==> src/rtl/sort_epoch_ctrl.sv <==
// Epoch controller for a unary (race-logic) sorter: drives per-line fall times,
// timestamps each sorted output as it first goes low, then streams the results.
module sort_epoch_ctrl #(
  parameter int N      = 32,
  parameter int TW     = 4,
  parameter int SETTLE = 2
) (
  input  logic                   clk,
  input  logic                   rst_n,
  input  logic                   cfg_valid,
  output logic                   cfg_ready,
  input  logic [$clog2(N)-1:0]   cfg_idx,
  input  logic [TW-1:0]          cfg_time,
  input  logic                   start,
  output logic                   busy,
  output logic [N-1:0]           sorter_in,
  input  logic [N-1:0]           sorter_out,
  output logic                   res_valid,
  input  logic                   res_ready,
  output logic [$clog2(N)-1:0]   res_idx,
  output logic [TW+1:0]          res_time,
  output logic                   res_last,
  output logic                   order_err
);

  localparam int IW = $clog2(N);
  localparam logic [TW+1:0] T_ONE         = (TW+2)'(1);
  localparam logic [TW+1:0] T_RUN_LAST    = (TW+2)'(2**TW - 1);
  localparam logic [TW+1:0] T_SETTLE_LAST = (TW+2)'(2**TW + SETTLE - 1);
  localparam logic [TW+1:0] T_NONE        = '1;
  localparam logic [IW-1:0] IDX_ONE       = IW'(1);
  localparam logic [IW-1:0] IDX_LAST      = IW'(N - 1);

  typedef enum logic [1:0] {S_IDLE, S_RUN, S_SETTLE, S_DRAIN} state_t;

  state_t              r_state;
  state_t              w_state_next;
  logic [TW+1:0]       r_t;
  logic [TW+1:0]       w_t_next;
  logic [N-1:0]        r_sorter_in;
  logic [N-1:0]        w_sorter_in_next;
  logic [IW-1:0]       r_res_idx;
  logic                r_order_err;

  logic                w_cfg_wr;
  logic                w_start;
  logic                w_sampling;
  logic                w_res_fire;
  logic                w_last_fire;
  logic [N-1:0]        w_lane_low;
  logic [N-1:0]        w_capd;
  logic [N-1:0][TW+1:0] w_cap_all;
  logic [N-2:0]        w_ooo;

  assign w_cfg_wr    = cfg_valid && (r_state == S_IDLE);
  assign w_start     = start && (r_state == S_IDLE);
  assign w_sampling  = (r_state == S_RUN) || (r_state == S_SETTLE);
  assign w_res_fire  = (r_state == S_DRAIN) && res_ready;
  assign w_last_fire = w_res_fire && (r_res_idx == IDX_LAST);

  // sorter_in is registered, so it is computed for the tick of the coming cycle
  assign w_t_next = (r_state == S_IDLE) ? '0 : (r_t + T_ONE);

  // ---------------- FSM: state register ----------------
  always_ff @(posedge clk or negedge rst_n) begin
    if (!rst_n) begin
      r_state <= S_IDLE;
    end else begin
      r_state <= w_state_next;
    end
  end

  // ---------------- FSM: next-state logic ----------------
  always_comb begin
    w_state_next = r_state;
    case (r_state)
      S_IDLE:   if (start)                 w_state_next = S_RUN;
      S_RUN:    if (r_t == T_RUN_LAST)     w_state_next = S_SETTLE;
      S_SETTLE: if (r_t == T_SETTLE_LAST)  w_state_next = S_DRAIN;
      S_DRAIN:  if (w_last_fire)           w_state_next = S_IDLE;
      default:                             w_state_next = S_IDLE;
    endcase
  end

  // ---------------- FSM: outputs ----------------
  always_comb begin
    cfg_ready = 1'b0;
    busy      = 1'b0;
    res_valid = 1'b0;
    res_last  = 1'b0;
    res_time  = '0;
    case (r_state)
      S_IDLE: cfg_ready = 1'b1;
      S_RUN, S_SETTLE: busy = 1'b1;
      S_DRAIN: begin
        busy      = 1'b1;
        res_valid = 1'b1;
        res_last  = (r_res_idx == IDX_LAST);
        res_time  = w_capd[r_res_idx] ? w_cap_all[r_res_idx] : T_NONE;
      end
      default: cfg_ready = 1'b0;
    endcase
  end

  // ---------------- tick counter ----------------
  always_ff @(posedge clk or negedge rst_n) begin
    if (!rst_n) begin
      r_t <= '0;
    end else if (w_start) begin
      r_t <= '0;
    end else if (w_sampling) begin
      r_t <= r_t + T_ONE;
    end
  end

  // ---------------- per-line arm/time/capture ----------------
  generate
    for (genvar gi = 0; gi < N; gi++) begin : g_line
      logic          w_hit;
      logic [TW-1:0] w_time_eff;
      logic [TW-1:0] r_time;
      logic          r_armed;
      logic [TW+1:0] r_cap;
      logic          r_capd;

      // a write in the start cycle must already shape the first RUN tick
      assign w_hit          = w_cfg_wr && (cfg_idx == IW'(gi));
      assign w_time_eff     = w_hit ? cfg_time : r_time;
      assign w_lane_low[gi] = (r_armed || w_hit) && ({2'b00, w_time_eff} <= w_t_next);
      assign w_capd[gi]     = r_capd;
      assign w_cap_all[gi]  = r_cap;

      always_ff @(posedge clk or negedge rst_n) begin
        if (!rst_n) begin
          r_time  <= '0;
          r_armed <= 1'b0;
          r_cap   <= '0;
          r_capd  <= 1'b0;
        end else begin
          if (w_hit) begin
            r_time  <= cfg_time;
            r_armed <= 1'b1;
          end
          if (w_last_fire) begin
            r_armed <= 1'b0;
            r_cap   <= '0;
            r_capd  <= 1'b0;
          end else if (w_sampling && !r_capd && !sorter_out[gi]) begin
            r_cap  <= r_t;
            r_capd <= 1'b1;
          end
        end
      end
    end

    for (genvar gi = 0; gi < N - 1; gi++) begin : g_order
      assign w_ooo[gi] = sorter_out[gi] && !sorter_out[gi+1];
    end
  endgenerate

  // ---------------- sorter drive ----------------
  always_comb begin
    w_sorter_in_next = '1;
    case (w_state_next)
      S_RUN, S_SETTLE: w_sorter_in_next = ~w_lane_low;
      S_DRAIN:         w_sorter_in_next = r_sorter_in;
      default:         w_sorter_in_next = '1;
    endcase
  end

  always_ff @(posedge clk or negedge rst_n) begin
    if (!rst_n) begin
      r_sorter_in <= '1;
    end else begin
      r_sorter_in <= w_sorter_in_next;
    end
  end

  assign sorter_in = r_sorter_in;

  // ---------------- result index ----------------
  always_ff @(posedge clk or negedge rst_n) begin
    if (!rst_n) begin
      r_res_idx <= '0;
    end else if (w_start) begin
      r_res_idx <= '0;
    end else if (w_res_fire) begin
      r_res_idx <= r_res_idx + IDX_ONE;
    end
  end

  assign res_idx = r_res_idx;

  // ---------------- sticky ordering check ----------------
  always_ff @(posedge clk or negedge rst_n) begin
    if (!rst_n) begin
      r_order_err <= 1'b0;
    end else if (w_start) begin
      r_order_err <= 1'b0;
    end else if (w_sampling && (|w_ooo)) begin
      r_order_err <= 1'b1;
    end
  end

  assign order_err = r_order_err;

endmodule

==> config.mk <==
export PLATFORM = sky130hd
export DESIGN_NAME = sort_epoch_ctrl
export DESIGN_NICKNAME = d
export VERILOG_FILES = /design/src/rtl/sort_epoch_ctrl.sv
export SDC_FILE = /design/constraint.sdc
export NUM_CORES = 1
export LEC_CHECK = 0
export ABC_CLOCK_PERIOD_IN_PS = 3100
export CORE_MARGIN = 4
export CORE_UTILIZATION = 56
export DETAILED_ROUTE_END_ITERATION = 8
export PLACE_DENSITY = 0.75
export SYNTH_ARGS = -nofsm -noshare
export SYNTH_HDL_FRONTEND = slang
export SYNTH_SLANG_ARGS = --single-unit
export TNS_END_PERCENT = 5
==> constraint.sdc <==
create_clock -name clk -period 3.1 [get_ports clk]
set_clock_uncertainty 0.15 [all_clocks]
set_input_delay 0.31 -clock clk [delete_from_list [all_inputs] [get_ports clk]]
set_output_delay 0.31 -clock clk [all_outputs]
set_load 0.02 [all_outputs]
==> results of run 1 <==
power groups by stage:
stage               clock network [uW]  registers (uW)  logic [uW]
CTS                               5740            8310       11400
detailed placement                   0            8340       11100
global placement                     0            8260       10500
global route                      5970            8500       12700
floorplan                            0            8130        7660
finish                            5660            8310       11500
synthesized netlist by cell type, types with 3 or more instances:
cell type / instances / share of area, %
o221ai_1: 3 / 0.12
mux2_2: 124 / 6.2
o21ai_0: 18 / 0.40
nor3_1: 6 / 0.13
mux4_1: 8 / 0.93
nor3b_2: 32 / 1.8
buf_1: 11 / 0.18
and4_1: 3 / 0.12
a221oi_1: 10 / 0.39
a32oi_1: 32 / 1.2
a21oi_1: 42 / 0.93
clkbuf_1: 88 / 1.5
and2_1: 38 / 1.1
xor2_1: 6 / 0.23
a211oi_1: 3 / 0.10
xnor2_1: 4 / 0.16
inv_1: 103 / 1.7
mux4_2: 36 / 3.6
nand4_1: 38 / 1.1
mux2i_1: 227 / 10
and3_1: 6 / 0.17
ha_1: 138 / 7.7
o21a_1: 64 / 2.1
buf_4: 5 / 0.17
o211ai_1: 32 / 1.1
nor2b_1: 41 / 1.1
dfrtp_1: 398 / 44
nor2_1: 258 / 4.3
buf_2: 3 / 0.067
nand2b_1: 18 / 0.50
nand3_1: 13 / 0.29
o31a_1: 7 / 0.27
nand2_1: 42 / 0.70
a22oi_1: 6 / 0.20
or2_2: 23 / 0.64
dfstp_2: 32 / 3.7
state kept, by name (all words and copies together) (netlist names):
signal,count
g_line.r_time,128
sorter_in,32
r_state,2
res_idx,5
r_t,6
g_line.r_capd,32
order_err,1
g_line.r_cap,192
g_line.r_armed,32
stage by stage:
stage / total power [uW] / std cells / util [%] / hold WS (ps)
after detailed placement: 19470 / 2589 / 62.97 / 152.3
final: 25490 / 2686 / 67.51 / 120.3
after CTS: 25480 / 2684 / 67.32 / 136.9
after global placement: 18770 / 2589 / 62.97 / 166.3
after floorplan: 15790 / 1943 / - / -135.6
after global routing: 27130 / 2686 / 67.51 / 170.4
area by class of cell:
type                    count  area, sq um
multi-input cells        1299        11060
inverters                 104        390.4
clock buffers              76         1458
repair buffers            241         2406
well taps                 525        656.9
flip-flops and latches    430        10810
clock inverters            11        108.9
fillers                  2903        12940
per-layer routing:
metal  track usage (%)  part of all wire [%]
met5                 0                     0
met1             35.49                    43
met4             8.978                   3.1
met2             43.90                    49
met3             4.699                   5.6
logic make-up after synthesis:
| logic type | after synthesis | share of synthesized area, % |
|---|---|---|
| simple gates | 527 | 12.17 |
| flops | 430 | 47.86 |
| mux | 395 | 20.78 |
| compound gates | 229 | 7.352 |
| buf+inv | 214 | 3.798 |
| fa+ha+maj | 138 | 7.651 |
| xor+xnor | 10 | 0.3881 |
critical path, stage by stage (launching register included):
cell,delay (ps)
dfrtp_4,520
buf_12,170
buf_12,140
buf_12,110
mux4_2,540
o311a_4,340
o31a_1,340
buf_2,170
final timing paths:
check                           cells past startpoint  slack [ps]                            end
worst min register to register                      2         300      sorter_in[18]$_DFFE_PN1P_
max in group asynchronous                           3        1740      sorter_in[15]$_DFFE_PN1P_
worst max register to register                     14         -70       sorter_in[7]$_DFFE_PN1P_
worst min-delay path                                2         120  g_line[7].r_time[2]$_DFF_PN0_
worst max-delay path                                7        -270                    res_time[5]
min in group clk                                    2         300      sorter_in[18]$_DFFE_PN1P_
layout by cell type, fill, tap and decap left out, drive strengths merged, types with 41 or more instances in the layout:
master           n
a21oi           42
ha             138
o21a            64
nand2           42
nor2           258
mux4            44
clkbuf          76
mux2           124
clkdlybuf4s50   85
dfrtp          398
buf            154
mux2i          227
nor2b           41
inv            105
timing repair:
item | in CTS | in global routing
gates resized for setup | 59 | 10
setup buffers | 5 | 2
gates cloned | 2 | 0
endpoints found under the hold margin | 59 | 0
setup endpoints to repair | 39 | 38
pin swaps | 11 | 3
hold buffers | 1 | 0
==> results.py, run 1 <==
metrics = {
    "status": {
        "status": "finished, violations left",
        "violations": "setup timing",
    },
    "power_and_ir_drop": {
        "power.internal_uw": 16270,
        "comb_power_share_pct": 45.2,
        "ir_worst_vdd_mv": 0.8218,
        "p_leak_uw": 0.01218,
        "power_density_mw_per_mm2": 947.9,
        "pwr-share-seq_pct": 32.6,
        "power.switching_uw": 9217,
        "clkPwrFrac_pct": 22.2,
        "netSwitchingFraction_pct": 36.17,
    },
    "sta": {
        "fin_ws_ps": -266.6,
        "tightest_slew_ps": 825.1,
        "period_minus_slack_ps": 3367,
        "slew_violations": 0,
        "hold_violations": 0,
        "setup_viol": 38,
        "rsz0062_at_grt": "true",
        "final.period_utilization_pct": 108.6,
        "fin_tns_setup_ps": -2959,
        "clock.fmax_mhz": 297.0,
        "max_slew_margin_pct": 44.75,
    },
    "worst_setup_path": {
        "cp.arrival_ps": 2910,
        "timing_worst_setup_path_type": "reg2out",
        "critPathMaxFanout": 7,
        "startpoint_type": "register",
        "setup.worst_path.start": "res_idx[0]$_DFFE_PN0P_",
        "rr_startpoint": "res_idx[0]$_DFFE_PN0P_",
        "endpoint_kind": "output pin",
        "worstPathRequired_ps": 2640,
    },
    "floorplan": {
        "start_util_pct": 56.67,
        "die-area_sq_mm": 0.04357,
        "die_y_microns": 208.7,
        "dieWidth_microns": 208.7,
        "coreArea_sq_mm": 0.03982,
        "rows": 73,
        "io_pins": 94,
    },
    "grt": {
        "antenna_found_initial": 0,
        "grt_pass1_wl_microns": 93250,
        "grt_pass1_vias": 17150,
        "grt_overflow": 0,
        "grtUsageTotal_pct": 26.44,
        "grt_max_degree": 85,
    },
    "cells_and_area": {
        "fin_nets": 2307,
        "finalInstanceArea_sq_mm": 0.02689,
        "area_growth_syn_to_layout_pct": 19.14,
        "diodes": 0,
        "drive_above_1_share_pct": 23.79,
    },
    "clocking": {
        "clock_sinks": 430,
        "cts_tree": "yes",
        "clk_pin_slew_ps": 60,
        "cts-root-buf": "clkbuf_16",
        "clockBufferDepth": 3,
        "cts_buffers": 47,
        "h-tree-depth": 2,
        "clk_latency_ps": 580,
    },
    "drt": {
        "drt-initial-drc-count": 1086,
        "viasPerCell": 6.017,
        "routed_wirelength_microns": 57660,
        "wl_per_cell_microns": 21.47,
        "first_pass_iters": 5,
        "ant_nets": 0,
        "post-route-drc-count": 0,
        "num_vias": 16160,
    },
    "synth": {
        "synth.avg_cell_area_sq_um": 11.61,
        "synthesis.area_sq_mm": 0.02257,
        "netlist-cell-type-count": 55,
        "yosysWarnings": 0,
        "synth_fp_nets": 2127,
        "async_reset_ff_share_pct": 100.0,
        "syn_inst": 1943,
        "synth_edf_count": 0,
        "ys.flop_type": "dfrtp_1",
        "ys_ff_latch": 430,
        "yosysSeqAreaShare_pct": 47.86,
    },
    "placement": {
        "gp_congestion": 0.9523,
        "hpwl_microns": 37540,
        "io_buffers": 93,
        "dpl_cell_area_sq_mm": 0.02508,
        "pre_cts_ws_ps": -176.0,
    },
    "min_path": {
        "hold_class": "in2async",
    },
    "flow_run": {
        "drv_cap": 0,
    },
}
Power figures use the tool's default switching activity.
==> inputs of run 2 (changes only) <==
ABC_CLOCK_PERIOD_IN_PS = 3700   (was 3100)
CORE_UTILIZATION = 60   (was 56)
PLACE_DENSITY = 0.77   (was 0.75)
clock period = 3.7 ns   (was 3.1 ns; I/O delays follow)
==> results.py, run 2 (same netlist as run 1, synthesis figures left out) <==
metrics = {
    "clocking": {
        "clock_sinks": 430,
        "clk_latency_ps": 560,
        "cts_tree": "yes",
        "cts-root-buf": "clkbuf_16",
        "h-tree-depth": 2,
        "clockBufferDepth": 3,
        "clk_pin_slew_ps": 60,
        "cts_buffers": 45,
    },
    "worst_setup_path": {
        "startpoint_type": "register",
        "timing_worst_setup_path_type": "reg2out",
        "endpoint_kind": "output pin",
        "rr_startpoint": "r_state[0]$_DFF_PN0_",
        "worstPathCellList": "buf_12 -> mux4_1 -> and4_1 -> a221o_1 -> o31a_1 -> dlygate4sd2_1",
        "cp.arrival_ps": 3150,
        "timing.rr.end": "sorter_in[6]$_DFFE_PN1P_",
        "worstPathRequired_ps": 3180,
        "ff2ff_path_depth": 12,
        "r2r_slack_ps": 120,
        "cp_slowest_cell": "mux4_1",
        "cp_slowest_stage_delay_ps": 600,
        "critPathMaxFanout": 12,
    },
    "cells_and_area": {
        "fillers": 2598,
        "drive_above_1_share_pct": 19.16,
        "final_cell_mix": "396 x dfrtp_1, 257 x nor2_1, 227 x mux2i_1, 137 x ha_1, 124 x mux2_2",
        "reg.largest.list": "g_line.r_cap x192, g_line.r_time x128",
        "regMostFlops": "g_line.r_cap",
        "fin_nets": 2226,
        "diodes": 0,
        "final_common_cell": "dfrtp_1",
        "finalInstanceArea_sq_mm": 0.02590,
        "area_growth_syn_to_layout_pct": 14.79,
        "largest_register_ffs": 192,
    },
    "status": {
        "status": "completed",
    },
    "sta": {
        "final.period_utilization_pct": 99.14,
        "max_slew_margin_pct": 35.46,
        "tightest_slew_ps": 968.1,
        "rsz0062_at_grt": "true",
        "setup_viol": 0,
        "hold_violations": 0,
        "slew_violations": 0,
        "fin_tns_setup_ps": 0,
        "period_minus_slack_ps": 3668,
        "clock.fmax_mhz": 272.6,
    },
    "power_and_ir_drop": {
        "ir_worst_vdd_mv": 0.5877,
        "power_density_mw_per_mm2": 796.2,
        "p_leak_uw": 0.01168,
    },
    "flow_run": {
        "drv_cap": 0,
    },
    "floorplan": {
        "io_pins": 94,
        "die-area_sq_mm": 0.04078,
        "coreArea_sq_mm": 0.03687,
        "die_y_microns": 201.9,
        "start_util_pct": 61.20,
        "dieWidth_microns": 201.9,
        "rows": 70,
    },
    "drt": {
        "viasPerCell": 6.052,
        "ant_nets": 0,
        "drt-initial-drc-count": 934,
        "first_pass_iters": 6,
        "routed_wirelength_microns": 55730,
        "num_vias": 15620,
        "post-route-drc-count": 0,
        "wl_per_cell_microns": 21.59,
    },
    "placement": {
        "hpwl_microns": 35330,
        "io_buffers": 93,
        "gp_congestion": 0.8446,
        "dpl_cell_area_sq_mm": 0.02431,
    },
    "grt": {
        "grt_max_degree": 96,
        "antenna_found_initial": 1,
        "grtUsageTotal_pct": 27.23,
        "grt_pass1_vias": 16640,
        "grt_overflow": 0,
        "grt_pass1_wl_microns": 89860,
    },
    "min_path": {
        "hold_class": "in2async",
    },
}
-- run 2: cell types whose count changed in the layout (fill, tap and decap cells not counted), sizes merged --
cell           change
dlygate4sd2        +2
bufbuf             +1
clkbuf             -6
clkdlybuf4s15      +3
bufinv             +1
buf               -87
clkinv             +1
clkdlybuf4s50      +1
-- run 2: what timing repair did --
item | 4_1_cts | 5_1_grt
endpoints found under the setup margin | 6 | 4
hold endpoints to repair | 57 | 0
hold buffers | 1 | 0
gates resized for setup | 13 | 3
gates cloned | 1 | 1
setup buffers | 1 | 1
-- run 2: worst max-delay path by stage --
stage	from	to	slack [ps]	depth (start not counted)
floorplan	res_idx[2]$_DFFE_PN0P_	sorter_in[10]$_DFFE_PN1P_	110	15
global placement	cfg_idx[3]	sorter_in[26]$_DFFE_PN1P_	250	11
detailed placement	cfg_idx[3]	sorter_in[26]$_DFFE_PN1P_	210	11
CTS	res_idx[0]$_DFFE_PN0P_	res_time[0]	7	6
global route	res_idx[0]$_DFFE_PN0P_	res_time[3]	-2	8
finish	res_idx[0]$_DFFE_PN0P_	res_time[3]	30	6
-- run 2: worst max-delay path, delay by kind of cell (launching register included) --
family	cells	cell delay [ps]
compound gates	2	650
buf+inv	2	550
flops	1	550
mux	1	600
simple gates	1	240
-- run 2: report_power, final --
part	leakage (uW)	total [uW]	internal, uW	switching [uW]
Sequential	0.00543	6920	6240	679
Clock	0.000747	4590	2730	1860
Combinational	0.00550	9110	4200	4920
-- run 2: metal layers --
layer  up-vias  track usage (%)  routed length [microns]
met5         -                0                       13
met4         2            9.546                     1807
met3       138            5.118                     3637
met2       508            45.35                    26890
met1      7885            36.13                    23380
li1       7087                -                        -
-- run 2: area by class of cell --
cell class | instances | area (sq um) | share of cell area, %
Multi-Input combinational cell | 1299 | 10930 | 42.19
Tap cell | 504 | 630.6 | 2.434
Clock inverter | 13 | 143.9 | 0.5554
Timing Repair Buffer | 162 | 1647 | 6.356
Clock buffer | 69 | 1359 | 5.245
Inverter | 104 | 390.4 | 1.507
Sequential cell | 430 | 10810 | 41.71
-- run 2: stage by stage --
| stage | setup slack, ps | std cells | hold WS [ps] | power, uW | utilization, % |
|---|---|---|---|---|---|
| floorplan | 114.5 | 1943 | -75.59 | 13140 | - |
| global placement | 252.9 | 2494 | 246.3 | 15380 | 65.92 |
| detailed placement | 206.7 | 2494 | 249.0 | 15910 | 65.92 |
| CTS | 7.385 | 2579 | 263.6 | 20640 | 70.14 |
| global route | -1.994 | 2581 | 299.7 | 22010 | 70.25 |
| finish | 31.70 | 2581 | 248.5 | 20630 | 70.25 |
==> inputs of run 3 (changes only) <==
DONT_BUFFER_PORTS = 1   (was unset)
PLACE_DENSITY = 0.74   (was 0.77)
SLEW_MARGIN = 20   (was unset)
==> results.py, run 3 (same netlist as run 1, synthesis figures left out) <==
metrics = {
    "sta": {
        "hold_ws_ps": -650.5,
        "setup_viol": 0,
        "slew_violations": 0,
        "hold_violations": 430,
        "tightest_slew_ps": 995.9,
        "max_slew_margin_pct": 33.60,
        "rsz0062_at_grt": "false",
        "period_minus_slack_ps": 3605,
        "final.period_utilization_pct": 97.42,
        "clock.fmax_mhz": 277.4,
    },
    "power_and_ir_drop": {
        "power_density_mw_per_mm2": 806.0,
        "p_total_uw": 20330,
        "ir_worst_vdd_mv": 0.5189,
        "p_leak_uw": 0.01137,
    },
    "clocking": {
        "clock_sinks": 430,
        "clk_latency_ps": 580,
        "cts_tree": "yes",
        "h-tree-depth": 2,
        "cts_hold_buf": 38,
        "clockBufferDepth": 3,
        "cts_buffers": 46,
        "clk_pin_slew_ps": 60,
        "cts-root-buf": "clkbuf_16",
    },
    "placement": {
        "hpwl_microns": 33870,
        "dpl_cell_area_sq_mm": 0.02316,
        "gp_congestion": 0.8363,
        "io_buffers": 0,
    },
    "cells_and_area": {
        "finalInstanceArea_sq_mm": 0.02522,
        "regMostFlops": "g_line.r_cap",
        "drive_above_1_share_pct": 19.12,
        "final_common_cell": "dfrtp_1",
        "area_growth_syn_to_layout_pct": 11.75,
        "diodes": 0,
        "fin_util_pct": 68.40,
        "fin_nets": 2149,
        "largest_register_ffs": 192,
        "reg.largest.list": "g_line.r_cap x192, g_line.r_time x128",
        "final_cell_mix": "396 x dfrtp_1, 257 x nor2_1, 227 x mux2i_1, 137 x ha_1, 124 x mux2_2",
    },
    "floorplan": {
        "dieWidth_microns": 201.9,
        "start_util_pct": 61.20,
        "die_y_microns": 201.9,
        "io_pins": 94,
        "rows": 70,
        "die-area_sq_mm": 0.04078,
        "coreArea_sq_mm": 0.03687,
    },
    "drt": {
        "viasPerCell": 6.131,
        "num_vias": 15370,
        "first_pass_iters": 5,
        "routed_wirelength_microns": 55580,
        "ant_nets": 0,
        "drt-initial-drc-count": 1254,
        "wl_per_cell_microns": 22.17,
        "post-route-drc-count": 0,
    },
    "status": {
        "violations": "hold timing",
        "status": "finished, violations left",
    },
    "worst_setup_path": {
        "endpoint": "res_time[3]",
        "startpoint_type": "register",
        "cp.arrival_ps": 3080,
        "rr_startpoint": "r_state[0]$_DFF_PN0_",
        "setup.worst_path.start": "res_idx[0]$_DFFE_PN0P_",
        "endpoint_kind": "output pin",
        "timing.rr.end": "sorter_in[12]$_DFFE_PN1P_",
        "worstPathRequired_ps": 3180,
        "timing_worst_setup_path_type": "reg2out",
        "r2r_slack_ps": 290,
        "critPathMaxFanout": 15,
        "ff2ff_path_depth": 13,
    },
    "flow_run": {
        "drv_cap": 0,
    },
    "grt": {
        "grt_pass1_vias": 16170,
        "antenna_found_initial": 1,
        "grt_overflow": 0,
        "grtUsageTotal_pct": 27.20,
        "grt_max_degree": 431,
        "grt_pass1_wl_microns": 89070,
    },
    "min_path": {
        "hold_class": "in2async",
    },
}
run 3: cell types whose count changed in the layout (fill, tap and decap cells not counted), moves of 2 or more:
cell / before / now
buf_12: 11 / 8
buf_4: 52 / 36
clkdlybuf4s15_2: 2 / 0
clkdlybuf4s50_1: 86 / 0
dlygate4sd3_1: 1 / 34
clkbuf_16: 48 / 51
clkbuf_8: 10 / 12
buf_16: 0 / 2
clkbuf_1: 12 / 10
dlygate4sd2_1: 3 / 0
clkinv_2: 9 / 12
run 3: how the worst min path moves through the flow:
stage               slack (ps)  startpoint  cells after the start                              to
floorplan                  -80       rst_n                      0   g_line[0].r_armed$_DFFE_PN0P_
global placement           -60       rst_n                      0  g_line[29].r_time[2]$_DFF_PN0_
detailed placement         -60       rst_n                      0  g_line[25].r_time[1]$_DFF_PN0_
CTS                       -680       rst_n                      0  g_line[25].r_time[1]$_DFF_PN0_
global route              -670       rst_n                      0  g_line[29].r_time[2]$_DFF_PN0_
finish                    -650       rst_n                      0  g_line[25].r_time[1]$_DFF_PN0_
run 3: layer usage:
metal / up-vias / share of wire, % / global-route usage (%)
met3: 116 / 7.1 / 5.904
met2: 491 / 48 / 44.19
li1: 6939 / - / -
met1: 7823 / 42 / 36.46
met4: 2 / 3.1 / 9.766
met5: - / 0.023 / 0
run 3: repair_timing:
item                                    CTS  global route
gates resized for setup                   2             4
gates cloned                              0             2
endpoints found under the setup margin    6             7
endpoints found under the hold margin   770           430
setup buffers                             0             0
pin swaps                                 3             3
run 3: report_power, final:
group	internal (uW)	total, uW	switching [uW]
sequential	6250	7000	753
combinational	3960	8620	4660
clock	2790	4700	1910
run 3: worst max-delay path: stages (launching register included):
cell,delay [ps]
dfrtp_4,470
buf_16,210
buf_6,190
mux4_1,650
and4_1,260
a221o_1,310
o31a_1,400
run 3: layout make-up:
cell class              count  area [sq um]
clock inverters            15         127.6
repair buffers             84         898.4
flip-flops and latches    430         10810
inverters                 104         390.4
clock buffers              71          1429
multi-input cells        1299         10940
fillers                  2681         11650
well taps                 504         630.6
run 3: through the flow:
step                      hold slack [ps]  TNS [ps]  setup slack (ps)  instances
final                              -650.5         0             95.48       2507
after global routing               -672.5         0             7.480       2507
after CTS                          -675.2    -26.15            -9.628       2505
after detailed placement           -56.37         0             229.8       2381
after global placement             -56.15         0             375.4       2381
after floorplan                    -75.59         0             114.5       1943
==> RTL edit (flow settings as in run 1) <==
`TW`: 4 -> 5.
--- a/src/rtl/sort_epoch_ctrl.sv
+++ b/src/rtl/sort_epoch_ctrl.sv
@@ -3,5 +3,5 @@
 module sort_epoch_ctrl #(
   parameter int N      = 32,
-  parameter int TW     = 4,
+  parameter int TW     = 5,
   parameter int SETTLE = 2
 ) (
Interface: changed (resized cfg_time and res_time); port bits go from 94 to 96. The function was not compared with the original's and may differ.
==> RTL edit against run 1 <==
- the run still ends with negative setup slack left
- die area grew 14%
- cell count rose by 16%
- routed wire length grew 20%
- non-clock buffer count rose by 37
- synthesized cell count is 18% higher
- sequential cell count increased by 65
- first-iteration DRC count is 54% higher
- core utilization increased by 0.59 points
- power is 1.0% higher
- final area increased by 15%
- global-route usage up 1.1 points
- worst setup slack gained 0.069 ns
- sequential power is 13% higher
- highest routed layer unchanged
- area after synthesis up 14%
==> RTL edit: results (changes against run 1) <==
Outcome
  – Status: finished, violations left
  – Violated checks: negative setup slack

Placed design
  – DP Cell Count: 2994 (+16%)
  – Port buffer count: 95 (+2.2%)
  – RePlAce Congestion: 0.871 (-8.5%)
  – Placed cell areas: 28500 um^2 (+14%)
  – Final HPWL DP: 43500 um (+16%)

Final layout
  – Layout cells sized above 1: 24.6% (+0.78 points)
  – Post-layout util: 68.1% (+0.59 points)
  – Fillers: 3294 (+13%)

Route
  – DR vias: 18744 (+16%)
  – DR WL/cell: 22.2 um (+3.4%)
  – DR iter-0 viols: 1671 (+54%)
  – Vias per inst: 6.03 (+0.23%)

Logic synthesis
  – Sequential-to-total area share from yosys stat: 48.2% (+0.36 points)
  – Synth area leaders: dfrtp_1 45%, mux2i_1 9.6%, ha_1 8.3%
  – Gate Count Post-Synth: 2293 (+18%)
  – Distinct cells, synth: 48 (-13%)

Clock tree
  – Later-pin clock latency in the skew report: 0.61 ns (+0.03 ns)
  – Num CTS Buffers: 54 (+15%)

Critical path
  – CP Max Fanout: 6 (-1)
  – Max stage delay cell, worst path: dfrtp_4
  – Arr. time, crit path: 2.84 ns (-0.07 ns)
  – Worst reg2reg endpoint: sorter_in[26]
  – Max incr delay on CP: 0.51 ns (-0.03 ns)

Global route
  – Vias in the first global route: 19940 (+16%)
  – Total Routing Usage GR: 27.6% (+1.1 points)
  – Pin count of the biggest net entering global routing: 105 (+24%)
  – First-pass GRT wire length: 110000 um (+18%)

Power and ir drop
  – P_int: 17.0 mW (+4.8%)

Timing
  – TNS Setup: -2.29 ns (+0.673 ns)
  – Actual slew at the worst max-slew pin: 0.724 ns (-0.101 ns)
  – Final WS setup: -0.197 ns (+0.0694 ns)
  – Setup violators final: 39 (+2.6%)
[RTL edit: cell types whose count changed after synthesis, moves of 34 or more]
| cell | delta |
|---|---|
| dfrtp_1 | +65 |
| nand3_1 | +34 |
| nor2_1 | +106 |
| o22ai_1 | +71 |
| mux2_2 | +45 |
| nand4_1 | -35 |
[RTL edit: cell families after synthesis]
family                   after synthesis  synth area share (%)
multiplexers                         464                  21.2
buffers and inverters                235                  3.59
XOR/XNOR                              13                 0.442
flip-flops                           495                  48.2
AO/OA/AOI/OAI                        311                  7.78
AND/OR/NAND/NOR                      605                  10.5
adder cells (fa/ha/maj)              170                  8.25
[RTL edit: final cells by class]
type                       count  area share [%]
clock buffer                  80            5.10
clock inverter                21           0.679
inverter                      71           0.869
multi-input combinational   1563            41.7
sequential                   495            40.1
tap                          600            2.42
timing repair buffer         278            9.07
[RTL edit: worst max path at each step]
stage | startpoint | end | slack, ns
floorplan | r_state[1] | sorter_in[4] | -0.1
global placement | cfg_idx[3] | sorter_in[4] | -0.36
detailed placement | cfg_idx[2] | sorter_in[4] | -0.46
CTS | res_idx[0] | res_time[6] | -0.22
global route | res_idx[0] | res_time[3] | -0.23
finish | res_idx[0] | res_time[4] | -0.20
[RTL edit: layer usage]
metal / vias to the layer above / wire, um / global-route usage, %
met1: 9564 / 28800 / 36.8
li1: 8412 / - / -
met4: 0 / 2450 / 10.2
met3: 168 / 3830 / 4.17
met2: 600 / 33900 / 46.2
met5: - / 0 / 0
[RTL edit: repair_timing]
action	4_1_cts	5_1_grt
endpoints found under the hold margin	64	0
cloned	4	1
resized for setup	101	38
setup endpoints to repair	40	39
pin swaps	21	13
hold buffers	1	0
setup buffers	2	5
[RTL edit: power groups by stage]
stage                     clock network, mW  registers, mW  logic (mW)
final                                  6.50           9.41        9.84
after global routing                   6.84           9.62        10.9
after CTS                              6.57           9.41        9.65
after detailed placement                  0           9.48        9.34
after global placement                    0           9.36        8.79
after floorplan                           0           9.42        6.24
[RTL edit: per-stage QoR]
step                hold slack, ns  worst slack, ns
global route                 0.173           -0.225
floorplan                   -0.136          -0.0951
CTS                          0.138           -0.217
global placement             0.167           -0.357
detailed placement           0.178           -0.457
finish                       0.112           -0.197
